--- src/rtl/tod_counter_pkg.sv ---
// Shared definitions for the time-of-day counter: digit widths, field limits,
// binary-to-BCD conversion and the 24h-to-12h hour mapping.
package tod_counter_pkg;

  localparam int SEC_U_W  = 4;
  localparam int SEC_T_W  = 3;
  localparam int MIN_U_W  = 4;
  localparam int MIN_T_W  = 3;
  localparam int HOUR_U_W = 4;
  localparam int HOUR_T_W = 2;

  localparam int SEC_MAX  = 59;
  localparam int MIN_MAX  = 59;
  localparam int HOUR_MAX = 23;

  // 0..59 binary to {tens[2:0], units[3:0]}
  function automatic logic [6:0] bin2bcd_6(input logic [5:0] v);
    return {3'(v / 6'd10), 4'(v % 6'd10)};
  endfunction

  // 0..23 binary to {tens[1:0], units[3:0]}
  function automatic logic [5:0] bin2bcd_5(input logic [4:0] v);
    return {2'(v / 5'd10), 4'(v % 5'd10)};
  endfunction

  // 24h hour (0..23) to 12h display hour (1..12)
  function automatic logic [4:0] to_12h(input logic [4:0] h);
    logic [4:0] r;
    if (h == 5'd0) begin
      r = 5'd12;
    end else if (h > 5'd12) begin
      r = h - 5'd12;
    end else begin
      r = h;
    end
    return r;
  endfunction

endpackage

--- src/rtl/tod_counter_bcd_digit.sv ---
// One BCD digit counting 0..MAX. Priority: load, then clear, then count.
// carry_out flags the enabled step that wraps MAX back to 0.
module bcd_digit #(
  parameter int W   = 4,
  parameter int MAX = 9
) (
  input  logic         clk,
  input  logic         reset,
  input  logic         en,
  input  logic         clr,
  input  logic         ld,
  input  logic [W-1:0] ld_val,
  output logic [W-1:0] q,
  output logic [W-1:0] d,
  output logic         carry_out
);

  localparam logic [W-1:0] LAST = W'(MAX);

  logic [W-1:0] digit_q;
  logic [W-1:0] digit_d;

  // Next digit value: load beats clear beats count.
  always_comb begin
    digit_d = digit_q;
    if (ld) begin
      digit_d = ld_val;
    end else if (clr) begin
      digit_d = '0;
    end else if (en) begin
      digit_d = (digit_q == LAST) ? '0 : digit_q + W'(1);
    end else begin
      digit_d = digit_q;
    end
  end

  // Digit register.
  always_ff @(posedge clk or negedge reset) begin
    if (!reset) begin
      digit_q <= '0;
    end else begin
      digit_q <= digit_d;
    end
  end

  assign q         = digit_q;
  assign d         = digit_d;
  assign carry_out = en && (digit_q == LAST);

endmodule

--- src/rtl/tod_counter.sv ---
// Time-of-day counter: prescaler, BCD hh:mm:ss, 12h/24h display, range-checked
// load, second tick and day rollover strobes.
// Optional feature: define TOD_ALARM_EN to add the hh:mm alarm compare and ports.
module tod_counter
  import tod_counter_pkg::*;
#(
  parameter int DIV = 100_000_000
) (
  input  logic                clk,
  input  logic                reset,
  input  logic                enable,
  input  logic                load,
  input  logic [4:0]          load_hours,
  input  logic [5:0]          load_minutes,
  input  logic [5:0]          load_seconds,
  input  logic                mode_12h,
  output logic [SEC_U_W-1:0]  sec_units,
  output logic [SEC_T_W-1:0]  sec_tens,
  output logic [MIN_U_W-1:0]  min_units,
  output logic [MIN_T_W-1:0]  min_tens,
  output logic [HOUR_U_W-1:0] hour_units,
  output logic [HOUR_T_W-1:0] hour_tens,
  output logic                pm,
  output logic                tick,
  output logic                rollover
`ifdef TOD_ALARM_EN
  ,
  input  logic                alarm_arm,
  input  logic [4:0]          alarm_hours,
  input  logic [5:0]          alarm_minutes,
  output logic                alarm_hit
`endif
);

  localparam int DIV_W = (DIV > 1) ? $clog2(DIV) : 1;
  localparam logic [DIV_W-1:0] CNT_LAST = DIV_W'(DIV - 1);

  logic [DIV_W-1:0] cnt_q, cnt_d;
  logic [5:0]       disp_q, disp_d;
  logic             pm_q, pm_d;
  logic             tick_q, tick_d;
  logic             rollover_q, rollover_d;
  logic             valid_q;

  logic       load_ok, adv, step, hour_en, day_wrap;
  logic [6:0] ld_sec, ld_min;
  logic [5:0] ld_hr;
  logic [4:0] hour_next;

  logic [SEC_U_W-1:0]  su_q, su_d;
  logic [SEC_T_W-1:0]  st_q, st_d;
  logic [MIN_U_W-1:0]  mu_q, mu_d;
  logic [MIN_T_W-1:0]  mt_q, mt_d;
  logic [HOUR_U_W-1:0] hu_q, hu_d;
  logic [HOUR_T_W-1:0] ht_q, ht_d;
  logic su_co, st_co, mu_co, mt_co, hu_co, ht_co;

  // A load only counts when every field is in range; otherwise it is invisible.
  assign load_ok = load
                && (load_hours   <= 5'(HOUR_MAX))
                && (load_minutes <= 6'(MIN_MAX))
                && (load_seconds <= 6'(SEC_MAX));
  assign adv  = enable && (cnt_q == CNT_LAST);
  assign step = adv && !load_ok;

  assign ld_sec = bin2bcd_6(load_seconds);
  assign ld_min = bin2bcd_6(load_minutes);
  assign ld_hr  = bin2bcd_5(load_hours);

  // Hours are held as 24h BCD; 23 -> 00 is decoded from both digits together.
  assign hour_en  = mt_co;
  assign day_wrap = hour_en && (ht_q == 2'd2) && (hu_q == 4'd3);

  bcd_digit #(.W(SEC_U_W), .MAX(9)) u_sec_units (
    .clk(clk), .reset(reset), .en(step), .clr(1'b0), .ld(load_ok),
    .ld_val(ld_sec[3:0]), .q(su_q), .d(su_d), .carry_out(su_co));
  bcd_digit #(.W(SEC_T_W), .MAX(5)) u_sec_tens (
    .clk(clk), .reset(reset), .en(su_co), .clr(1'b0), .ld(load_ok),
    .ld_val(ld_sec[6:4]), .q(st_q), .d(st_d), .carry_out(st_co));
  bcd_digit #(.W(MIN_U_W), .MAX(9)) u_min_units (
    .clk(clk), .reset(reset), .en(st_co), .clr(1'b0), .ld(load_ok),
    .ld_val(ld_min[3:0]), .q(mu_q), .d(mu_d), .carry_out(mu_co));
  bcd_digit #(.W(MIN_T_W), .MAX(5)) u_min_tens (
    .clk(clk), .reset(reset), .en(mu_co), .clr(1'b0), .ld(load_ok),
    .ld_val(ld_min[6:4]), .q(mt_q), .d(mt_d), .carry_out(mt_co));
  bcd_digit #(.W(HOUR_U_W), .MAX(9)) u_hour_units (
    .clk(clk), .reset(reset), .en(hour_en), .clr(day_wrap), .ld(load_ok),
    .ld_val(ld_hr[3:0]), .q(hu_q), .d(hu_d), .carry_out(hu_co));
  // The tens digit only ever reaches 2 at hour 2x, so its carry marks the day wrap.
  bcd_digit #(.W(HOUR_T_W), .MAX(2)) u_hour_tens (
    .clk(clk), .reset(reset), .en(hu_co || day_wrap), .clr(day_wrap), .ld(load_ok),
    .ld_val(ld_hr[5:4]), .q(ht_q), .d(ht_d), .carry_out(ht_co));

  assign hour_next = ({3'd0, ht_d} * 5'd10) + {1'b0, hu_d};

  // Prescaler and registered display/strobe next-state.
  always_comb begin
    cnt_d      = cnt_q;
    disp_d     = bin2bcd_5(mode_12h ? to_12h(hour_next) : hour_next);
    pm_d       = (hour_next >= 5'd12);
    tick_d     = step;
    rollover_d = ht_co;
    if (load_ok) begin
      cnt_d = '0;
    end else if (enable) begin
      cnt_d = (cnt_q == CNT_LAST) ? '0 : cnt_q + DIV_W'(1);
    end else begin
      cnt_d = cnt_q;
    end
  end

  // Prescaler, display and strobe registers.
  always_ff @(posedge clk or negedge reset) begin
    if (!reset) begin
      cnt_q      <= '0;
      disp_q     <= 6'd0;
      pm_q       <= 1'b0;
      tick_q     <= 1'b0;
      rollover_q <= 1'b0;
      valid_q    <= 1'b0;
    end else begin
      cnt_q      <= cnt_d;
      disp_q     <= disp_d;
      pm_q       <= pm_d;
      tick_q     <= tick_d;
      rollover_q <= rollover_d;
      valid_q    <= 1'b1;
    end
  end

  assign sec_units = su_q;
  assign sec_tens  = st_q;
  assign min_units = mu_q;
  assign min_tens  = mt_q;
  assign pm        = pm_q;
  assign tick      = tick_q;
  assign rollover  = rollover_q;
  // Until the first edge after reset the display shows midnight in the selected mode.
  assign {hour_tens, hour_units} = valid_q ? disp_q : (mode_12h ? 6'h12 : 6'h00);

`ifdef TOD_ALARM_EN
  logic alarm_hit_q, alarm_hit_d;
  logic alarm_ok;

  assign alarm_ok = (alarm_hours <= 5'(HOUR_MAX)) && (alarm_minutes <= 6'(MIN_MAX));

  // Alarm fires only on a counted advance landing exactly on hh:mm:00.
  always_comb begin
    alarm_hit_d = 1'b0;
    if (step && alarm_arm && alarm_ok
        && ({ht_d, hu_d} == bin2bcd_5(alarm_hours))
        && ({mt_d, mu_d} == bin2bcd_6(alarm_minutes))
        && ({st_d, su_d} == 7'd0)) begin
      alarm_hit_d = 1'b1;
    end else begin
      alarm_hit_d = 1'b0;
    end
  end

  // Alarm strobe register.
  always_ff @(posedge clk or negedge reset) begin
    if (!reset) begin
      alarm_hit_q <= 1'b0;
    end else begin
      alarm_hit_q <= alarm_hit_d;
    end
  end

  assign alarm_hit = alarm_hit_q;
`else
  logic unused_next;
  assign unused_next = ^{su_d, st_d, mu_d, mt_d};
`endif

endmodule

--- config.mk ---
export PLATFORM = sky130hd
export DESIGN_NAME = tod_counter
export DESIGN_NICKNAME = d
export VERILOG_FILES = /design/src/rtl/tod_counter_pkg.sv /design/src/rtl/tod_counter_bcd_digit.sv /design/src/rtl/tod_counter.sv
export SDC_FILE = /design/constraint.sdc
export NUM_CORES = 1
export LEC_CHECK = 0
export ABC_AREA = 0
export ABC_CLOCK_PERIOD_IN_PS = 6500
export CAP_MARGIN = 10
export CORE_ASPECT_RATIO = 0.9
export CORE_MARGIN = 3
export CORE_UTILIZATION = 40
export CTS_CLUSTER_SIZE = 12
export DETAILED_ROUTE_END_ITERATION = 12
export DONT_BUFFER_PORTS = 1
export SYNTH_ARGS = -nofsm -noshare
export SYNTH_HDL_FRONTEND = slang
export SYNTH_SLANG_ARGS = --single-unit
--- constraint.sdc ---
create_clock -name clk -period 6.5 [get_ports clk]
set_input_delay 0.65 -clock clk [delete_from_list [all_inputs] [get_ports clk]]
set_output_delay 0.65 -clock clk [all_outputs]
set_load 0.01 [all_outputs]
==> run summary, run 1 <==
## Critical path
* **Worst Setup End Kind** register
* **buffers and inverters on the worst path** 4
* **family with the most delay on the worst path** compound AO/OA/AOI/OAI gates
* **nature of the critical path startpoint** register
* **signal arrival time at the worst endpoint** 6.39 ns
* **slowest stage cell, crit path** or4_4
* **largest fanout on the critical path** 5
* **Crit path required time** 6.71 ns
* **largest stage delay on the critical path** 0.53 ns
* **internal reg-to-reg setup slack** 0.32 ns
* **worst setup path category** reg -> reg

## Synth
* **Net Count, Synth** 581
* **number of synthesized flops with an enable pin** 0
* **flip-flop cell with the highest count after synthesis** dfrtp_1
* **YS warnings** 0
* **register area share after synthesis** 0.329
* **ys async rst share** 1.00
* **count of mapped cells out of synthesis** 542
* **number of register bits inferred by synthesis** 57
* **mapped cell area** 0.00433 mm2
* **average cell area after synthesis** 7.99 um2
* **count of distinct cell types in the synthesized netlist** 69

## Floorplan
* **Std-Cell Core Area** 0.0104 mm2
* **Die Span X** 116 um
* **number of I/O pins** 45
* **die height** 105 um
* **initial cell density of the core** 0.416
* **standard-cell row count** 35
* **DIE AREA** 0.0121 mm2

## Global routing
* **initial antenna violation count** 0
* **all-layer global routing usage** 0.183
* **wire length of the first global-routing pass** 17.9 mm
* **vias in the first global route** 3738
* **gr ovfl total** 0
* **maximum number of pins on one net before global-route repair** 58

## Pwr
* **PD cells** 330 mW/mm2
* **Max rail drop VDD** 0.000152 V
* **leakage power** 2.24 nW

## Placed design
* **placed insts** 675
* **placer congestion estimate** 0.827
* **IO Port Bufs** 0
* **placed instance area** 0.00461 mm2
* **pre-CTS WS** -0.101 ns
* **hpwl dp** 7.89 mm

## Layout
* **FF+latch area** 0.00143 mm2
* **final net count** 607
* **number of antenna cells inserted** 0
* **Fillers** 1005
* **final standard cell utilization of the core** 0.490
* **area of combinational cells with multiple inputs** 0.00276 mm2
* **Post-Layout Inst Area** 0.00511 mm2
* **area delta synth->final** 17.8%
* **final instance count without filler cells** 702
* **fraction of layout instances using a drive strength above 1** 0.140

## STA
* **final setup slack of the worst path** 0.322 ns
* **clock period minus worst slack** 6.18 ns
* **maximum clock frequency** 0.162 GHz
* **transition time at the pin with the least slew margin** 0.910 ns
* **final setup violation count** 0
* **final critical-path share of the clock period** 0.950
* **slew margin rel.** 0.386
* **worst-case hold slack** 0.156 ns
* **clock skew** 0.00544 ns
* **final hold viol count** 0
* **Max Slew Vio Count** 0

## Clock tree
* **clock insertion delay at the later pin of the skew report** 0.33 ns
* **H-tree levels** 3
* **TritonCTS clock tree** done
* **cts bufs inserted** 9
* **CTS max path bufs** 2
* **number of sinks handled by clock tree synthesis** 57
* **Root Driver** clkbuf_16
* **clock transition time at the flip-flop clock pins of the worst setup and hold paths** 0.05 ns

## Drt
* **drt pass-1 iters** 5
* **number of vias per cell after detailed routing** 5.68
* **DRC violations left** 0
* **overall routed net length** 10.9 mm
* **remaining number of nets flagged by the antenna check after routing** 0
* **via count** 3984
* **Routed wire per std cell** 15.5 um
* **DR iter-0 viols** 251

## Run
* **number of max-capacitance violations reported** 0

## Min path
* **class of the most critical hold timing path** in -> async

## Outcome
* **result of the run** completed

Yosys cell counts, drive strengths merged, types with 4 or more instances:
cell	instances	share of area
nor3b	7	0.012
and4	4	0.0081
o21ai	48	0.055
a221oi	4	0.012
a31oi	5	0.0072
nand2b	10	0.014
xor2	10	0.020
and2	11	0.016
dfrtp	57	0.33
ha	16	0.046
xnor2	18	0.036
or3	4	0.0058
nor2b	8	0.012
buf	5	0.0046
a211oi	5	0.0098
nand4	8	0.013
or4	5	0.011
mux2i	10	0.025
nand3	19	0.022
and3	10	0.014
a21oi	41	0.047
a21o	4	0.0069
inv	36	0.031
nand2	55	0.048
nor3	18	0.023
clkbuf	16	0.014
nor4	6	0.010
nor2	57	0.050
cell families (layout without fill, tap and decap cells):
| logic type | Yosys count | in the layout | share of synthesized area |
|---|---|---|---|
| adder cells (fa/ha/maj) | 17 | 17 | 0.0508 |
| XOR/XNOR | 28 | 28 | 0.0566 |
| other | 1 | 1 | 0.000865 |
| AO/OA/AOI/OAI | 137 | 137 | 0.202 |
| multiplexers | 11 | 11 | 0.0274 |
| buffers and inverters | 57 | 88 | 0.0497 |
| AND/OR/NAND/NOR | 234 | 234 | 0.283 |
| flip-flops | 57 | 57 | 0.329 |
flip-flops by register name (all words and copies together), names as in the netlist:
register        flops
cnt_q              27
u_sec_units.q       4
valid_q             1
pm                  1
tick                1
u_hour_units.q      4
disp_q              6
u_min_units.q       4
u_hour_tens.q       2
u_min_tens.q        3
rollover            1
u_sec_tens.q        3
power breakdown:
part	internal [W]	switching, W	total, W	leakage [nW]
combinational	0.000329	0.000382	0.000711	1.35
sequential	0.000410	0.0000477	0.000457	0.729
clock	0.000354	0.000162	0.000516	0.162
routing by layer:
metal	global-route usage	part of all wire	routed length, um	vias up
li1	-	-	-	1991
met3	0.0608	0.066	715	11
met5	0	0	0	-
met1	0.240	0.47	5090	1870
met4	0.0522	0.011	119	0
met2	0.287	0.45	4940	112
cells in the final DEF, fill, tap and decap left out, types with 3 or more instances in the layout:
cell,count
nor2_1,55
nor4_1,5
nor3_1,14
nor3_2,4
dfrtp_1,57
nand2b_1,10
ha_1,12
nand4_1,7
ha_2,3
inv_1,36
o21ai_1,3
a21oi_1,40
or3_1,4
buf_4,33
nand4b_1,3
xnor2_1,17
nand2_1,55
or4_4,3
xor2_1,10
nor3b_1,6
nor2b_1,8
and4_1,4
clkbuf_16,9
nand3_1,19
and2_1,11
o21ai_0,45
a211oi_1,4
mux2i_1,8
o31ai_1,3
a21o_1,4
a31oi_1,5
and3_1,10
a221oi_1,3
path summary, 6_finish.rpt:
check                                       from                           end  depth (start not counted)
min in group clk                 load_minutes[0]  u_min_units.q[0]$_DFFE_PN0P_                          2
setup / recovery           cnt_q[10]$_DFFE_PN0P_           disp_q[2]$_DFF_PN0_                         28
setup reg to reg           cnt_q[10]$_DFFE_PN0P_           disp_q[2]$_DFF_PN0_                         28
max in group asynchronous                  reset                tick$_DFF_PN0_                          1
hold / removal                             reset          cnt_q[3]$_DFFE_PN0P_                          1
hold reg to reg            cnt_q[26]$_DFFE_PN0P_         cnt_q[26]$_DFFE_PN0P_                          1
layout make-up:
| class | instances | share of cell area |
|---|---|---|
| Multi-Input combinational cell | 428 | 0.540 |
| Sequential cell | 57 | 0.279 |
| Timing Repair Buffer | 36 | 0.0578 |
| Clock buffer | 11 | 0.0495 |
| Tap cell | 129 | 0.0316 |
| Inverter | 36 | 0.0265 |
| Clock inverter | 5 | 0.0152 |
worst register-to-register path, delay by kind of cell, from the launching register on:
family | cells | cell delay, ns
xor+xnor | 2 | 0.28
buf+inv | 4 | 0.33
flops | 1 | 0.39
simple gates | 7 | 2.01
fa+ha+maj | 3 | 0.60
compound gates | 12 | 2.46
metrics by stage:
stage / power [W] / TNS (ns)
after floorplan: 0.000929 / 0
after global placement: 0.00108 / 0
after detailed placement: 0.00110 / -0.181
after CTS: 0.00163 / 0
after global routing: 0.00180 / -0.0222
final: 0.00169 / 0
repair_timing:
action                                 CTS  global route
hold buffers                             0             3
buffers inserted                         0             8
setup endpoints to repair                2             4
endpoints found under the hold margin    0            37
gates resized for setup                  1            11
pin swaps                                0             9
Power figures use the tool's default switching activity.
==> run 2, diff against run 1 <==
--- a/config.mk
+++ b/config.mk
@@ -14,6 +14,7 @@
 export CTS_CLUSTER_SIZE = 12
 export DETAILED_ROUTE_END_ITERATION = 12
 export DONT_BUFFER_PORTS = 1
+export PLACE_DENSITY = 0.56
 export SYNTH_ARGS = -nofsm -noshare
 export SYNTH_HDL_FRONTEND = slang
 export SYNTH_SLANG_ARGS = --single-unit
==> run 2 against run 1 <==
Effect of this change:
- sequential power about the same
- cell count decreased by 0.14%
- critical endpoint unchanged
- utilization decreased by 0.060 points
- count of clock-buffer cells in the layout unchanged
- via count about the same
==> run summary, run 2 (synthesis gave the netlist of run 1 again) <==
## Layout
* **fraction of layout instances using a drive strength above 1** 0.149
* **final standard cell utilization of the core** 0.489
* **commonest non-fill, non-tap cell in the layout** dfrtp_1
* **final net count** 606
* **Largest regs** cnt_q x27, disp_q x6
* **number of antenna cells inserted** 0
* **max reg flops** 27
* **final instance count without filler cells** 701
* **area delta synth->final** 17.7%
* **register with the highest flop count** cnt_q
* **most frequent cells in the layout** 57 x dfrtp_1, 55 x nand2_1, 55 x nor2_1
* **Fillers** 998

## Placed design
* **IO Port Bufs** 0
* **placer congestion estimate** 0.856
* **pre-CTS WS** -0.0351 ns
* **placed insts** 675
* **hpwl dp** 7.70 mm

## Pwr
* **part of the power in registers** 0.273
* **Gate power share** 0.442
* **PD cells** 328 mW/mm2
* **switching power** 0.000605 W
* **Final Total Pwr** 0.00167 W
* **Max rail drop VDD** 0.000215 V
* **leakage power** 2.23 nW
* **relative contribution of the clock network to total power** 0.285
* **Internal Pwr Total** 0.00107 W
* **Switching Share** 0.362

## Critical path
* **nature of the critical path startpoint** register
* **largest stage delay on the critical path** 0.55 ns
* **launching point of the worst reg2reg path** cnt_q[11]$_DFFE_PN0P_
* **largest fanout on the critical path** 4
* **worst setup path category** reg -> reg
* **signal arrival time at the worst endpoint** 6.39 ns
* **slowest stage cell, crit path** or4_4
* **Worst Setup End Kind** register
* **startpoint of the worst setup timing path** cnt_q[11]$_DFFE_PN0P_
* **Crit path required time** 6.71 ns

## Outcome
* **result of the run** completed

## Clock tree
* **number of sinks handled by clock tree synthesis** 57
* **CTS max path bufs** 2
* **H-tree levels** 3
* **Root Driver** clkbuf_16
* **clock insertion delay at the later pin of the skew report** 0.33 ns
* **TritonCTS clock tree** done
* **cts bufs inserted** 9
* **clock transition time at the flip-flop clock pins of the worst setup and hold paths** 0.05 ns

## Drt
* **Routed wire per std cell** 15.5 um
* **DRC violations left** 0
* **drt pass-1 iters** 4
* **DR iter-0 viols** 297
* **remaining number of nets flagged by the antenna check after routing** 0
* **number of vias per cell after detailed routing** 5.68
* **via count** 3982
* **overall routed net length** 10.9 mm

## Global routing
* **wire length of the first global-routing pass** 18.3 mm
* **maximum number of pins on one net before global-route repair** 58
* **initial antenna violation count** 0
* **all-layer global routing usage** 0.185
* **gr ovfl total** 0
* **vias in the first global route** 3825

## STA
* **clock period minus worst slack** 6.18 ns
* **maximum clock frequency** 0.162 GHz
* **Max Slew Vio Count** 0
* **final setup violation count** 0
* **slew margin rel.** 0.383
* **setup TNS after final layout** 0 ns
* **final setup slack of the worst path** 0.318 ns
* **final critical-path share of the clock period** 0.951
* **clock skew** 0.00630 ns
* **transition time at the pin with the least slew margin** 0.922 ns
* **final hold viol count** 0

## Floorplan
* **Std-Cell Core Area** 0.0104 mm2
* **die height** 105 um
* **Die Span X** 116 um
* **DIE AREA** 0.0121 mm2
* **initial cell density of the core** 0.416
* **number of I/O pins** 45
* **standard-cell row count** 35

## Min path
* **class of the most critical hold timing path** in -> async

## Run
* **number of max-capacitance violations reported** 0

[run 2: cell count changes in the layout (fill, tap and decap cells not counted), moves of 2 or more]
cell    previous run  this run
nor3_1            14        12
nor3_2             4         6
inv_1             36        34
inv_2              0         2
[run 2: critical path, delay by kind of cell (launching register included)]
kind | cells | cell delay [ns]
and+or+nand+nor | 7 | 2.04
AOI/OAI and AO/OA | 10 | 1.64
adders and majority gates | 5 | 1.23
DFF | 1 | 0.37
xor gates and xnor gates | 2 | 0.36
buffers and inverters | 4 | 0.30
muxes | 1 | 0.11
[run 2: what timing repair did]
| item | CTS | global route |
|---|---|---|
| setup endpoints to repair | 2 | 4 |
| endpoints found under the hold margin | 0 | 16 |
| pin swaps | 0 | 10 |
| gates resized for setup | 1 | 19 |
| hold buffers | 0 | 2 |
| setup buffers | 0 | 8 |
[run 2: final timing paths]
check,endpoint,slack (ns),cells after the start
max,disp_q[2]$_DFF_PN0_,0.32,29
min,cnt_q[18]$_DFFE_PN0P_,0.02,0
max reg2reg,disp_q[2]$_DFF_PN0_,0.32,29
min reg2reg,cnt_q[26]$_DFFE_PN0P_,0.50,1
max in group asynchronous,cnt_q[22]$_DFFE_PN0P_,5.16,1
min in group clk,u_min_units.q[0]$_DFFE_PN0P_,0.45,2
[run 2: power by group through the flow]
stage | registers (W) | logic (W) | clock network, W
floorplan | 0.000463 | 0.000466 | 0
global placement | 0.000462 | 0.000626 | 0
detailed placement | 0.000463 | 0.000636 | 0
CTS | 0.000457 | 0.000645 | 0.000490
global route | 0.000465 | 0.000829 | 0.000510
finish | 0.000457 | 0.000739 | 0.000477
[run 2: through the flow]
stage / hold WS (ns) / area, um2
2_1_floorplan: 0.354 / 4330
3_5_place_dp: 0.358 / 4610
6_report: 0.0192 / 5100
5_1_grt: 0.000242 / 5100
3_3_place_gp: 0.357 / 4610
4_1_cts: 0.00291 / 4920
[run 2: metal layers]
layer	routed length [um]	share of wire	global-route usage
met2	4830	0.44	0.281
met5	0	0	0
met3	608	0.056	0.0602
met1	5350	0.49	0.255
met4	109	0.010	0.0423
[run 2: area by class of cell]
type | instances | area [um2] | area share
clock buffer | 11 | 253 | 0.0496
clock inverter | 5 | 53.8 | 0.0105
inverter | 36 | 135 | 0.0265
multi-input combinational | 428 | 2800 | 0.550
sequential | 57 | 1430 | 0.280
tap | 129 | 161 | 0.0316
timing repair buffer | 35 | 268 | 0.0525
